<file path="config.mk">
export PLATFORM = sky130hd
export DESIGN_NAME = mem_burst_controller_flat
export DESIGN_NICKNAME = d
export VERILOG_FILES = /design/src/rtl/mem_burst_if.sv /design/src/rtl/mem_burst_controller.sv /design/src/flat_wrapper.sv
export SDC_FILE = /design/constraint.sdc
export NUM_CORES = 1
export LEC_CHECK = 0
export ABC_AREA = 0
export ABC_CLOCK_PERIOD_IN_PS = 2430
export BUFFER_PORTS_ARGS = -buffer_cell sky130_fd_sc_hd__buf_2
export CAP_MARGIN = 40
export CORE_MARGIN = 4
export CORE_UTILIZATION = 35
export CTS_CLUSTER_SIZE = 28
export DETAILED_ROUTE_END_ITERATION = 7
export SLEW_MARGIN = 10
export SYNTH_ARGS = -nofsm -noshare
export SYNTH_HDL_FRONTEND = slang
export SYNTH_SLANG_ARGS = --single-unit
</file>
<file path="constraint.sdc">
create_clock -name clock -period 2.43 [get_ports clock]
set_clock_uncertainty 0.05 [all_clocks]
set_input_delay 0.6075 -clock clock [delete_from_list [all_inputs] [get_ports clock]]
set_output_delay 0.6075 -clock clock [all_outputs]
set_load 0.005 [all_outputs]
</file>
<file path="src/rtl/mem_burst_if.sv">
// Command, write-beat and read-beat handshake bundle for mem_burst_controller.
interface mem_burst_if #(
    parameter int unsigned DATA_WIDTH = 8,
    parameter int unsigned ADDR_BITS  = 4
);
    logic                  cmd_valid;
    logic                  cmd_ready;
    logic [1:0]            cmd_op;
    logic [ADDR_BITS-1:0]  cmd_addr;
    logic [ADDR_BITS-1:0]  cmd_len;
    logic [DATA_WIDTH-1:0] wr_data;
    logic                  wr_valid;
    logic                  wr_ready;
    logic [DATA_WIDTH-1:0] rd_data;
    logic                  rd_valid;
    logic                  rd_ready;
    logic                  busy;

    // Producer/consumer side (decoder and datapath).
    modport master (
        output cmd_valid, cmd_op, cmd_addr, cmd_len, wr_data, wr_valid, rd_ready,
        input  cmd_ready, wr_ready, rd_data, rd_valid, busy
    );

    // Controller side.
    modport slave (
        input  cmd_valid, cmd_op, cmd_addr, cmd_len, wr_data, wr_valid, rd_ready,
        output cmd_ready, wr_ready, rd_data, rd_valid, busy
    );
endinterface

</file>
<file path="src/rtl/mem_burst_controller.sv">
// Burst memory controller: owns a 2**ADDR_BITS x DATA_WIDTH register-file RAM and
// runs single/burst WRITE, burst READ and whole-array CLEAR commands.
module mem_burst_controller #(
    parameter int unsigned DATA_WIDTH = 8,
    parameter int unsigned ADDR_BITS  = 4
) (
    input  logic       clock,
    input  logic       reset,
    mem_burst_if.slave bus
);
    localparam int unsigned DEPTH = 2 ** ADDR_BITS;

    localparam logic [1:0] OP_NOP   = 2'd0;
    localparam logic [1:0] OP_WRITE = 2'd1;
    localparam logic [1:0] OP_READ  = 2'd2;
    localparam logic [1:0] OP_CLEAR = 2'd3;

    typedef enum logic [1:0] {
        ST_IDLE  = 2'd0,
        ST_WRITE = 2'd1,
        ST_READ  = 2'd2,
        ST_CLEAR = 2'd3
    } state_t;

    state_t                state;
    state_t                state_nxt;

    logic [DATA_WIDTH-1:0] mem [DEPTH];
    logic [ADDR_BITS-1:0]  addr_ptr;
    logic [ADDR_BITS-1:0]  beats_left;
    logic                  issue_done;
    logic [DATA_WIDTH-1:0] rd_data_q;
    logic                  rd_valid_q;
    logic                  cmd_ready_q;
    logic                  busy_q;
    logic                  wr_ready_q;

    logic                  cmd_acc_c;
    logic                  wr_acc_c;
    logic                  rd_load_c;
    logic                  rd_last_c;
    logic                  ptr_inc_c;
    logic                  mem_we_c;
    logic [DATA_WIDTH-1:0] mem_wdata_c;

    assign bus.cmd_ready = cmd_ready_q;
    assign bus.busy      = busy_q;
    assign bus.wr_ready  = wr_ready_q;
    assign bus.rd_data   = rd_data_q;
    assign bus.rd_valid  = rd_valid_q;

    // State register.
    always_ff @(posedge clock or posedge reset) begin
        if (reset) state <= ST_IDLE;
        else       state <= state_nxt;
    end

    // Next state and per-cycle strobes.
    always_comb begin
        state_nxt   = state;
        cmd_acc_c   = 1'b0;
        wr_acc_c    = 1'b0;
        rd_load_c   = 1'b0;
        rd_last_c   = 1'b0;
        ptr_inc_c   = 1'b0;
        mem_we_c    = 1'b0;
        mem_wdata_c = '0;
        case (state)
            ST_IDLE: begin
                if (bus.cmd_valid) begin
                    cmd_acc_c = 1'b1;
                    case (bus.cmd_op)
                        OP_NOP:   state_nxt = ST_IDLE;
                        OP_WRITE: state_nxt = ST_WRITE;
                        OP_READ:  state_nxt = ST_READ;
                        OP_CLEAR: state_nxt = ST_CLEAR;
                    endcase
                end
            end
            ST_WRITE: begin
                if (bus.wr_valid) begin
                    wr_acc_c    = 1'b1;
                    ptr_inc_c   = 1'b1;
                    mem_we_c    = 1'b1;
                    mem_wdata_c = bus.wr_data;
                    if (beats_left == '0) state_nxt = ST_IDLE;
                end
            end
            ST_READ: begin
                // Refill while beats remain to be issued and the output slot frees up.
                rd_load_c = !issue_done && (!rd_valid_q || bus.rd_ready);
                rd_last_c = issue_done && rd_valid_q && bus.rd_ready;
                ptr_inc_c = rd_load_c;
                if (rd_last_c) state_nxt = ST_IDLE;
            end
            ST_CLEAR: begin
                mem_we_c  = 1'b1;
                ptr_inc_c = 1'b1;
                if (addr_ptr == '1) state_nxt = ST_IDLE;
            end
            default: state_nxt = ST_IDLE;
        endcase
    end

    // Pointer, beat counter, read output register and status flags.
    always_ff @(posedge clock or posedge reset) begin
        if (reset) begin
            addr_ptr    <= '0;
            beats_left  <= '0;
            issue_done  <= 1'b0;
            rd_data_q   <= '0;
            rd_valid_q  <= 1'b0;
            cmd_ready_q <= 1'b1;
            busy_q      <= 1'b0;
            wr_ready_q  <= 1'b0;
        end else begin
            if (cmd_acc_c) begin
                addr_ptr   <= (bus.cmd_op == OP_CLEAR) ? '0 : bus.cmd_addr;
                beats_left <= bus.cmd_len;
                issue_done <= 1'b0;
            end else if (ptr_inc_c) begin
                addr_ptr <= addr_ptr + ADDR_BITS'(1);
            end
            if (wr_acc_c || rd_load_c) begin
                if (beats_left == '0) issue_done <= 1'b1;
                else                  beats_left <= beats_left - ADDR_BITS'(1);
            end
            if (rd_load_c) begin
                rd_data_q  <= mem[addr_ptr];
                rd_valid_q <= 1'b1;
            end else if (rd_last_c) begin
                rd_valid_q <= 1'b0;
            end
            cmd_ready_q <= (state_nxt == ST_IDLE);
            busy_q      <= (state_nxt != ST_IDLE);
            wr_ready_q  <= (state_nxt == ST_WRITE);
        end
    end

    // Register-file RAM; contents survive reset.
    always_ff @(posedge clock) begin
        if (mem_we_c) mem[addr_ptr] <= mem_wdata_c;
    end
endmodule

</file>
<file path="src/flat_wrapper.sv">
// flat-port wrapper written by rule: the top's interface ports become plain ports
module mem_burst_controller_flat 
#(
    parameter int unsigned DATA_WIDTH = 8,
    parameter int unsigned ADDR_BITS  = 4
)
  (clock, reset, bus_cmd_valid, bus_cmd_op, bus_cmd_addr, bus_cmd_len, bus_wr_data, bus_wr_valid, bus_rd_ready, bus_cmd_ready, bus_wr_ready, bus_rd_data, bus_rd_valid, bus_busy);
  mem_burst_if #(.DATA_WIDTH(DATA_WIDTH), .ADDR_BITS(ADDR_BITS)) bus_i ();
  input  logic clock;
  input  logic reset;
  input wire logic [$bits(bus_i.cmd_valid)-1:0] bus_cmd_valid;
  input wire logic [$bits(bus_i.cmd_op)-1:0] bus_cmd_op;
  input wire logic [$bits(bus_i.cmd_addr)-1:0] bus_cmd_addr;
  input wire logic [$bits(bus_i.cmd_len)-1:0] bus_cmd_len;
  input wire logic [$bits(bus_i.wr_data)-1:0] bus_wr_data;
  input wire logic [$bits(bus_i.wr_valid)-1:0] bus_wr_valid;
  input wire logic [$bits(bus_i.rd_ready)-1:0] bus_rd_ready;
  output wire logic [$bits(bus_i.cmd_ready)-1:0] bus_cmd_ready;
  output wire logic [$bits(bus_i.wr_ready)-1:0] bus_wr_ready;
  output wire logic [$bits(bus_i.rd_data)-1:0] bus_rd_data;
  output wire logic [$bits(bus_i.rd_valid)-1:0] bus_rd_valid;
  output wire logic [$bits(bus_i.busy)-1:0] bus_busy;
  assign bus_i.cmd_valid = bus_cmd_valid;
  assign bus_i.cmd_op = bus_cmd_op;
  assign bus_i.cmd_addr = bus_cmd_addr;
  assign bus_i.cmd_len = bus_cmd_len;
  assign bus_i.wr_data = bus_wr_data;
  assign bus_i.wr_valid = bus_wr_valid;
  assign bus_i.rd_ready = bus_rd_ready;
  assign bus_cmd_ready = bus_i.cmd_ready;
  assign bus_wr_ready = bus_i.wr_ready;
  assign bus_rd_data = bus_i.rd_data;
  assign bus_rd_valid = bus_i.rd_valid;
  assign bus_busy = bus_i.busy;
  mem_burst_controller #(.DATA_WIDTH(DATA_WIDTH), .ADDR_BITS(ADDR_BITS)) u_core (.clock(clock), .reset(reset), .bus(bus_i));
endmodule
</file>
==> qor.csv, run 1 <==
stage,metric,value,unit
outcome,outcome,finished clean,
timing,hold_viol,0,
clock_tree,cts_sinks,151,
clock_tree,holdBufCountCts,0,
synthesis,synth_top_area_share,62.49,%
route,remaining_drc_errors,0,
route,route.met3.wl,671,µm
timing,period_share,88.00,%
setup_path,reg2reg_to,u_core.bus.rd_data[0]$_DFFE_PP0P_,
route,routed-wl-met2,6.321,mm
setup_path,cp-end-kind,flip-flop,
route,drt-initial-drc-count,240,
power_and_ir_drop,ir_drop,571.6,µV
synthesis,synth_cells,352,
clock_tree,clk_latency,0.42,ns
route,wire_per_inst,19.08,µm
floorplanning,die_h,140.6,µm
timing,drv_slew,0,
timing,hold_ws,0.1955,ns
clock_tree,postCtsSetupBuffers,0,
synthesis,synth_compound_area_share,4.190,%
grt,grt_pass1_vias,3323,
timing,maxSlewHeadroom,60.41,%
synthesis,ys_warn_count,0,
grt,grt_max_degree,40,
timing,setup_tns,0,ns
clock_tree,tritoncts,yes,
synthesis,yosysSeqAreaShare,71.87,%
placed_design,dp_cells,631,
setup_path,arrival,2.38,ns
layout,n_antenna_cell,0,
synthesis,synth_cell_types,38,
synthesis,syn_area,6151,µm²
floorplanning,die_x,140.6,µm
layout,nFillCells,1494,
synthesis,ys_top_cells_by_area,"edfxtp_1 62%, mux4_2 12%, dfrtp_1 9.0%, o21ai_0 2.0%, nand2_1 1.6%",
setup_path,worst-setup-path-type,flip-flop to flip-flop,
floorplanning,pin_count,35,
timing,setup-violations-final,0,
route,first_pass_iters,5,
layout,areaGrowthSynthToFinish,19.96,%
layout,fin_cells,663,
layout,drive_gt1_share,34.25,%
placed_design,portBuffers,34,
floorplanning,row_count,48,
grt,antenna_found_initial,0,
grt,grt-ovfl-total,0,
route,antenna_left,0,
setup_path,startpoint,u_core.addr_ptr[1]$_DFFE_PP0P_,
synthesis,synthArstFlopShare,15.23,%
floorplanning,die_area,19760,µm²
power_and_ir_drop,power,0.008593,W
clock_tree,clock-root-buffer,clkbuf_16,
timing,final.min_clock_period,2.139,ns
flow_run,maxCapViolCount,0,
synthesis,synth_top_family_by_area,multiplexers,
synthesis,synth_edf_count,128,
route,viasPerCell,4.971,
grt,grt_pass1_wl,19.38,mm
setup_path,startpoint_type,flip-flop,
synthesis,ys.flop_type,edfxtp_1,
clock_tree,cts_buffers,17,
synthesis,syn_nets,380,
placed_design,dp_hpwl,8.370,mm
route,num_vias,3296,
setup_path,required,2.67,ns
setup_path,crit_fanout,12,
route,wl_met1,5.532,mm
power_and_ir_drop,p_per_area,1165,nW/µm²
setup_path,r2r_setup_slack,0.29,ns
synthesis,yosys.area.top_type,edfxtp_1,
grt,grt_use_total,13.30,%
synthesis,synthMuxAreaShare,14.67,%
clock_tree,clkTransAtPathRegs,0.06,ns
clock_tree,cts_resized,0,
clock_tree,clk_path_buf_depth,2,
floorplanning,core_area,17240,µm²
floorplanning,start_util,35.69,%
synthesis,synth-simple-area-share,6.245,%
route,top_layer,met4,
hold_path,hold_class,input port to async pin,
power_and_ir_drop,total_leakage_power,2.633,nW
timing,rsz0062_at_grt,false,
layout,nNetsFinal,453,
setup_path,critPathCapture,u_core.bus.rd_data[0]$_DFFE_PP0P_,
synthesis,avgSynthCellArea,17.47,µm²
timing,tightest_slew,0.5932,ns
synthesis,synth_fa_ha_area_share,1.017,%
clock_tree,htreeDepth,4,
placed_design,gp_congestion,0.7434,
route,postRouteWirelength,12.65,mm
timing,max_clock_freq,467.6,MHz
synthesis,synth-xor-area-share,0,%
setup_path,ff2ff_path_depth,5,
setup_path,timing.rr.start,u_core.addr_ptr[1]$_DFFE_PP0P_,
synthesis,ys_seq_elements,151,
flip-flops by register name, summed over array words and instances, names as in the netlist:
| register | count |
|---|---|
| u_core.mem | 128 |
| u_core.issue_done | 1 |
| u_core.bus.rd_valid | 1 |
| u_core.bus.busy | 1 |
| u_core.beats_left | 4 |
| u_core.bus.cmd_ready | 1 |
| u_core.state | 2 |
| u_core.addr_ptr | 4 |
| u_core.bus.wr_ready | 1 |
| u_core.bus.rd_data | 8 |
critical path, stage by stage (launching register included):
cell,delay [ns]
dfrtp_2,0.50
buf_12,0.20
mux4_2,0.51
mux2_2,0.26
o21ai_0,0.35
o21ai_0,0.13
stage by stage:
step	worst slack [ns]	cell area, µm²	utilization (%)
2_1_floorplan	0.2849	6151	-
3_3_place_gp	0.2144	6825	39.60
3_5_place_dp	0.1574	6825	39.60
4_1_cts	0.2941	7378	42.81
5_1_grt	0.1950	7378	42.81
6_report	0.2915	7378	42.81
power by group:
part	internal, W	switching (W)
sequential	0.00326	0.000219
combinational	0.00125	0.00141
clock	0.00134	0.00110
total	0.00586	0.00273
cell usage in the layout, fill, tap and decap left out, drive strengths merged, types with 9 or more instances in the layout:
| cell type | Yosys | routed |
|---|---|---|
| edfxtp | 128 | 128 |
| buf | 7 | 71 |
| mux4 | 32 | 32 |
| nand2 | 27 | 27 |
| o21ai | 24 | 24 |
| dfrtp | 22 | 22 |
| nor2 | 21 | 21 |
| inv | 8 | 19 |
| clkbuf | 10 | 17 |
| and2 | 10 | 10 |
| mux2 | 9 | 9 |
synth_stat cells (2+ instances only):
| library cell | n |
|---|---|
| clkbuf_1 | 10 |
| and2_1 | 10 |
| nand2b_1 | 2 |
| nand2_1 | 27 |
| buf_6 | 3 |
| mux2i_1 | 8 |
| a21oi_1 | 6 |
| inv_1 | 8 |
| dfrtp_1 | 22 |
| nor3b_1 | 2 |
| mux4_2 | 32 |
| nor2_1 | 21 |
| o21a_1 | 2 |
| nor3_1 | 7 |
| nand3_1 | 4 |
| ha_1 | 5 |
| or3_1 | 2 |
| o21ai_0 | 24 |
| buf_2 | 3 |
| mux2_2 | 8 |
| edfxtp_1 | 128 |
| a31oi_1 | 2 |
cell type report:
cell class | count | area, µm² | share of cell area [%]
timing repair buffer | 71 | 485.5 | 6.580
inverter | 8 | 30.03 | 0.4070
clock inverter | 15 | 127.6 | 1.730
clock buffer | 17 | 425.4 | 5.766
multi-input combinational | 176 | 1607 | 21.77
tap | 225 | 281.5 | 3.815
sequential | 151 | 4422 | 59.93
metal layers:
layer  vias up  global-route usage, %
li1       1518                      -
met1      1676                  17.78
met2        90                  21.12
met3        12                  3.892
met4         0                  4.080
met5         -                      0
worst min-delay path by stage:
stage / startpoint / to / slack (ns)
CTS: reset / u_core.bus.busy$_DFF_PP0_ / 0.19
global route: reset / u_core.bus.rd_data[0]$_DFFE_PP0P_ / 0.24
detailed placement: u_core.bus.rd_data[0]$_DFFE_PP0P_ / u_core.bus.rd_data[0]$_DFFE_PP0P_ / 0.41
floorplan: u_core.bus.rd_data[0]$_DFFE_PP0P_ / u_core.bus.rd_data[0]$_DFFE_PP0P_ / 0.42
finish: reset / u_core.bus.rd_data[6]$_DFFE_PP0P_ / 0.20
global placement: u_core.bus.rd_data[3]$_DFFE_PP0P_ / u_core.bus.rd_data[3]$_DFFE_PP0P_ / 0.41
kinds of logic after synthesis:
| logic type | Yosys count |
|---|---|
| flops | 151 |
| simple gates | 80 |
| mux | 49 |
| compound gates | 42 |
| buf+inv | 25 |
| fa+ha+maj | 5 |
Power figures use the tool's default switching activity.
==> run 2: changes to the inputs <==
--- a/config.mk
+++ b/config.mk
@@ -9,10 +9,13 @@
 export ABC_CLOCK_PERIOD_IN_PS = 2430
 export BUFFER_PORTS_ARGS = -buffer_cell sky130_fd_sc_hd__buf_2
 export CAP_MARGIN = 40
+export CELL_PAD_IN_SITES_DETAIL_PLACEMENT = 2
+export CELL_PAD_IN_SITES_GLOBAL_PLACEMENT = 2
 export CORE_MARGIN = 4
 export CORE_UTILIZATION = 35
 export CTS_CLUSTER_SIZE = 28
 export DETAILED_ROUTE_END_ITERATION = 7
+export PLACE_DENSITY_LB_ADDON = 0.1
 export SLEW_MARGIN = 10
 export SYNTH_ARGS = -nofsm -noshare
 export SYNTH_HDL_FRONTEND = slang
==> run 2 against run 1 <==
  * Die area unchanged
  * Global-route usage is 3.2 points higher
  * Sequential share of layout area is 0.34 points lower
  * Clock power down 2%
  * Clock-buffer cell count rose by 2
  * Critical path depth unchanged
  * Maximum frequency grew 0.65%
  * Power increased by 1.1%
  * Final area grew 0.58%
  * Worst setup slack better by 0.014 ns
  * Critical path type unchanged
  * Largest cell class unchanged
  * Hold slack worse by 0.021 ns
  * Critical endpoint is now u_core.bus.rd_data[1]$_DFFE_PP0P_
==> qor.csv, run 2 (same netlist as run 1, synthesis figures left out) <==
stage,metric,value,unit
layout,n_antenna_cell,0,
clock_tree,clock-root-buffer,clkbuf_16,
setup_path,path_delay_family,multiplexers,
timing,hold_viol,0,
power_and_ir_drop,power,0.008684,W
timing,tightest_slew,0.4762,ns
clock_tree,holdBufCountCts,0,
timing,setup-violations-final,0,
route,postRouteWirelength,15.54,mm
layout,drive_gt1_share,33.64,%
layout,largest_reg_flops,128,
layout,nNetsFinal,455,
layout,top_register,u_core.mem,
route,num_vias,3392,
route,drt-initial-drc-count,261,
route,viasPerCell,5.101,
clock_tree,cts_buffers,17,
clock_tree,cts_sinks,151,
route,wire_per_inst,23.37,µm
layout,fin_cells,665,
clock_tree,postCtsSetupBuffers,0,
power_and_ir_drop,p_sw,0.002843,W
setup_path,max_stage_delay,0.54,ns
grt,grt_use_total,16.55,%
floorplanning,pin_count,35,
floorplanning,row_count,48,
route,first_pass_iters,4,
outcome,outcome,finished clean,
setup_path,cpMostUsedCell,o21ai_0,
layout,utilization,43.05,%
floorplanning,die_area,19760,µm²
setup_path,slowest_stage,mux4_2,
timing,drv_slew,0,
floorplanning,start_util,35.69,%
floorplanning,core_area,17240,µm²
clock_tree,clkTransAtPathRegs,0.06,ns
clock_tree,clk_path_buf_depth,2,
clock_tree,cts_resized,0,
floorplanning,die_h,140.6,µm
layout,layout_common_cells,"128 x edfxtp_1, 34 x buf_2, 32 x mux4_2, 32 x buf_4, 27 x nand2_1",
layout,final_common_cell,edfxtp_1,
power_and_ir_drop,total_leakage_power,2.633,nW
flow_run,maxCapViolCount,0,
layout,areaGrowthSynthToFinish,20.65,%
setup_path,crit_fanout,19,
power_and_ir_drop,comb_power_share,32.3,%
floorplanning,die_x,140.6,µm
placed_design,portBuffers,34,
grt,grt-ovfl-total,0,
clock_tree,tritoncts,yes,
grt,grt_pass1_wl,23.82,mm
setup_path,path_buf_inv,1,
timing,setup_tns,0,ns
timing,period_share,87.43,%
timing,final.min_clock_period,2.125,ns
power_and_ir_drop,power_frac_clock,27.7,%
placed_design,dp_hpwl,10.18,mm
timing,maxSlewHeadroom,68.01,%
grt,antenna_found_initial,0,
power_and_ir_drop,ir_drop,611.5,µV
setup_path,required,2.67,ns
hold_path,hold_class,input port to async pin,
timing,max_clock_freq,470.7,MHz
route,antenna_left,0,
setup_path,startpoint_type,flip-flop,
clock_tree,clk_latency,0.42,ns
timing,hold_ws,0.1744,ns
grt,grt_max_degree,43,
setup_path,worst-setup-path-type,flip-flop to flip-flop,
power_and_ir_drop,p_per_area,1170,nW/µm²
route,remaining_drc_errors,0,
power_and_ir_drop,pwr-share-seq,40.0,%
setup_path,cp_cell_sequence,buf_12 -> mux4_2 -> mux2_2 -> o21ai_0 -> o21ai_0,
timing,rsz0062_at_grt,false,
power_and_ir_drop,switching_share,32.73,%
clock_tree,htreeDepth,4,
power_and_ir_drop,p_int,0.005841,W
grt,grt_pass1_vias,3727,
setup_path,cp-end-kind,flip-flop,
setup_path,arrival,2.36,ns
placed_design,gp_congestion,0.7082,
placed_design,dp_cells,633,
[run 2: power by group through the flow]
stage / combinational, W / sequential [W] / clock (W)
after global routing: 0.00310 / 0.00352 / 0.00258
after CTS: 0.00286 / 0.00348 / 0.00247
after detailed placement: 0.00284 / 0.00353 / 0
final: 0.00280 / 0.00347 / 0.00241
after global placement: 0.00279 / 0.00351 / 0
after floorplan: 0.00186 / 0.00346 / 0
[run 2: metrics by stage]
| stage | worst slack (ns) | area, µm² |
|---|---|---|
| 2_1_floorplan | 0.2849 | 6151 |
| 3_3_place_gp | 0.1839 | 6890 |
| 3_5_place_dp | 0.1334 | 6890 |
| 4_1_cts | 0.3383 | 7421 |
| 5_1_grt | 0.2320 | 7421 |
| 6_report | 0.3053 | 7421 |
[run 2: worst min-delay path: stages]
cell   delay (ns)
buf_2        0.10
inv_1        0.04
buf_4        0.30
[run 2: worst paths after layout]
check | end | depth (start not counted) | from | slack [ns]
hold reg to reg | u_core.bus.rd_data[1]$_DFFE_PP0P_ | 2 | u_core.bus.rd_data[1]$_DFFE_PP0P_ | 0.43
setup reg to reg | u_core.bus.rd_data[1]$_DFFE_PP0P_ | 5 | u_core.addr_ptr[1]$_DFFE_PP0P_ | 0.31
min in group clock | u_core.beats_left[0]$_DFF_PP0_ | 3 | bus_cmd_len[0] | 0.35
max in group asynchronous | u_core.bus.cmd_ready$_DFF_PP1_ | 3 | reset | 1.86
hold / removal | u_core.bus.rd_data[7]$_DFFE_PP0P_ | 3 | reset | 0.17
setup / recovery | u_core.bus.rd_data[1]$_DFFE_PP0P_ | 5 | u_core.addr_ptr[1]$_DFFE_PP0P_ | 0.31
[run 2: final cells by class]
type                            count  area [µm²]
Fill cell                        1636        9816
Sequential cell                   151        4422
Multi-Input combinational cell    176        1607
Timing Repair Buffer               73       550.5
Clock buffer                       19       432.9
Tap cell                          225       281.5
Clock inverter                     13       97.59
Inverter                            8       30.03
[run 2: routing by layer]
| metal | vias up | track usage (%) | part of all wire [%] |
|---|---|---|---|
| li1 | 1522 | - | - |
| met1 | 1793 | 22.26 | 45 |
| met2 | 64 | 27.12 | 50 |
| met3 | 13 | 3.995 | 3.7 |
| met4 | 0 | 4.284 | 0.90 |
| met5 | - | 0 | 0 |
==> run 3: changes to the inputs <==
--- a/config.mk
+++ b/config.mk
@@ -13,6 +13,7 @@
 export CELL_PAD_IN_SITES_GLOBAL_PLACEMENT = 2
 export CORE_MARGIN = 4
 export CORE_UTILIZATION = 35
+export CTS_BUF_LIST = sky130_fd_sc_hd__clkbuf_4
 export CTS_CLUSTER_SIZE = 28
 export DETAILED_ROUTE_END_ITERATION = 7
 export PLACE_DENSITY_LB_ADDON = 0.1
==> run 3 against run 2 <==
  * Clock power shrank 42%
  * Sequential power is essentially flat
  * Combinational power about the same
  * Final area shrank 3.7%
  * Power shrank 12%
  * Global-route usage down 0.20 points
  * Maximum frequency grew 0.56%
  * Via count shrank 0.88%
  * Clock-buffer cell count stayed put
  * Sequential share of layout area is 2.3 points higher
  * Flip-flop and latch count unchanged
  * Non-clock buffer count up 1
  * Critical endpoint is now u_core.bus.rd_data[7]$_DFFE_PP0P_
  * Highest routed layer unchanged
==> qor.csv, run 3 (same netlist as run 1, synthesis figures left out) <==
stage,metric,value,unit
outcome,outcome,finished clean,
layout,utilization,41.44,%
setup_path,reg2reg_to,u_core.bus.rd_data[7]$_DFFE_PP0P_,
route,first_pass_iters,4,
flow_run,maxCapViolCount,0,
timing,setup_tns,0,ns
setup_path,worst-setup-path-type,flip-flop to flip-flop,
setup_path,startpoint,u_core.addr_ptr[1]$_DFFE_PP0P_,
clock_tree,clk_path_buf_depth,2,
floorplanning,die_area,19760,µm²
placed_design,dp_hpwl,10.18,mm
layout,areaGrowthSynthToFinish,16.13,%
timing,period_share,86.95,%
clock_tree,htreeDepth,4,
floorplanning,die_x,140.6,µm
floorplanning,die_h,140.6,µm
route,drt-initial-drc-count,145,
layout,layout_common_cells,"128 x edfxtp_1, 34 x buf_2, 32 x mux4_2, 32 x buf_4, 27 x nand2_1",
route,remaining_drc_errors,0,
clock_tree,cts_resized,0,
route,num_vias,3362,
floorplanning,start_util,35.69,%
timing,setup-violations-final,0,
setup_path,cp-end-kind,flip-flop,
hold_path,min_to,u_core.beats_left[0]$_DFF_PP0_,
power_and_ir_drop,p_int,0.004958,W
clock_tree,clock-root-buffer,clkbuf_4,
layout,nNetsFinal,456,
layout,largest_reg_flops,128,
setup_path,cp_cell_sequence,buf_12 -> mux4_2 -> mux2_2 -> o21ai_0 -> o21ai_0,
route,postRouteWirelength,15.35,mm
power_and_ir_drop,pwr-share-seq,45.2,%
grt,grt_pass1_vias,3718,
clock_tree,clk_latency,0.56,ns
clock_tree,clkTransAtPathRegs,0.13,ns
placed_design,gp_congestion,0.7082,
clock_tree,tritoncts,yes,
power_and_ir_drop,switching_share,35.31,%
setup_path,startpoint_type,flip-flop,
hold_path,hold_path.startpoint,bus_cmd_len[0],
route,antenna_left,0,
hold_path,whs_path_depth,3,
layout,final_common_cell,edfxtp_1,
grt,antenna_found_initial,1,
grt,grt-ovfl-total,0,
placed_design,dp_cells,633,
timing,maxSlewHeadroom,67.90,%
power_and_ir_drop,p_sw,0.002706,W
setup_path,crit_fanout,19,
clock_tree,cts_sinks,151,
power_and_ir_drop,power_frac_clock,18.3,%
layout,top_register,u_core.mem,
floorplanning,core_area,17240,µm²
setup_path,slowest_stage,mux4_2,
layout,drive_gt1_share,34.01,%
power_and_ir_drop,comb_power_share,36.5,%
power_and_ir_drop,total_leakage_power,2.512,nW
setup_path,arrival,2.50,ns
grt,grt_max_degree,43,
route,wire_per_inst,23.02,µm
timing,final.min_clock_period,2.113,ns
timing,max_clock_freq,473.3,MHz
setup_path,r2r_setup_slack,0.32,ns
timing,tightest_slew,0.4778,ns
timing,drv_slew,0,
floorplanning,pin_count,35,
grt,grt_pass1_wl,23.54,mm
setup_path,cpMostUsedCell,o21ai_0,
grt,grt_use_total,16.35,%
route,viasPerCell,5.040,
setup_path,max_stage_delay,0.53,ns
power_and_ir_drop,p_per_area,1073,nW/µm²
power_and_ir_drop,ir_drop,409.1,µV
timing,hold_viol,0,
placed_design,portBuffers,34,
timing,rsz0062_at_grt,false,
setup_path,ff2ff_path_depth,5,
layout,nFillCells,1652,
setup_path,timing.rr.start,u_core.addr_ptr[1]$_DFFE_PP0P_,
floorplanning,row_count,48,
clock_tree,cts_buffers,17,
setup_path,required,2.81,ns
layout,fin_cells,667,
hold_path,hold_class,input port to flip-flop,
==> run 3: cell count changes in the layout (fill, tap and decap cells not counted) <==
cell,change
dlygate4sd3_1,+1
clkbuf_1,-2
diode_2,+1
clkbuf_4,+19
clkbuf_16,-17
==> run 3: final cells by class <==
class	count	area (µm²)	area share (%)
Timing Repair Buffer	74	560.5	7.847
Tap cell	225	281.5	3.941
Antenna cell	1	2.502	0.03503
Clock inverter	13	97.59	1.366
Inverter	8	30.03	0.4204
Multi-Input combinational cell	176	1607	22.49
Clock buffer	19	142.6	1.997
Sequential cell	151	4422	61.90
==> run 3: critical path: cells and delay by family (launching register included) <==
kind	cells	cell delay [ns]
compound gates	2	0.52
buf+inv	1	0.20
flops	1	0.41
mux	2	0.81
==> run 3: power by group through the flow <==
stage          logic [W]  clock network [W]  registers (W)
6_report         0.00280            0.00140        0.00346
5_1_grt          0.00309            0.00157        0.00351
4_1_cts          0.00286            0.00146        0.00347
3_5_place_dp     0.00284                  0        0.00353
3_3_place_gp     0.00279                  0        0.00351
2_1_floorplan    0.00186                  0        0.00346
==> run 3: layer usage <==
layer / GRT usage [%] / share of wire (%) / up-vias
met5: 0 / 0 / -
met4: 4.589 / 1.0 / 0
met3: 4.097 / 3.0 / 10
met2: 26.06 / 48 / 46
met1: 22.39 / 48 / 1786
li1: - / - / 1520
==> run 3: how the worst max path moves through the flow <==
stage                                              to  cells after the start  slack, ns
floorplan              u_core.beats_left[3]$_DFF_PP0_                      6       0.28
global placement       u_core.beats_left[3]$_DFF_PP0_                      6       0.18
detailed placement     u_core.beats_left[3]$_DFF_PP0_                      6       0.13
CTS                 u_core.bus.rd_data[7]$_DFFE_PP0P_                      5       0.34
global route        u_core.bus.rd_data[7]$_DFFE_PP0P_                      5       0.22
finish              u_core.bus.rd_data[7]$_DFFE_PP0P_                      5       0.32
==> run 3: stage by stage <==
step	setup WS, ns	hold slack [ns]	cell area, µm²	power, W
floorplan	0.2849	0.4233	6151	0.005323
global placement	0.1839	0.4093	6890	0.006302
detailed placement	0.1334	0.4242	6890	0.006369
CTS	0.3373	0.1527	7141	0.007788
global route	0.2224	0.1597	7143	0.008178
finish	0.3171	0.2144	7143	0.007664
==> run 3: repair_timing <==
item / 4_1_cts / 5_1_grt
setup buffers: 0 / 0
endpoints found under the setup margin: 0 / 0
hold buffers: 1 / 0
hold endpoints to repair: 21 / 0
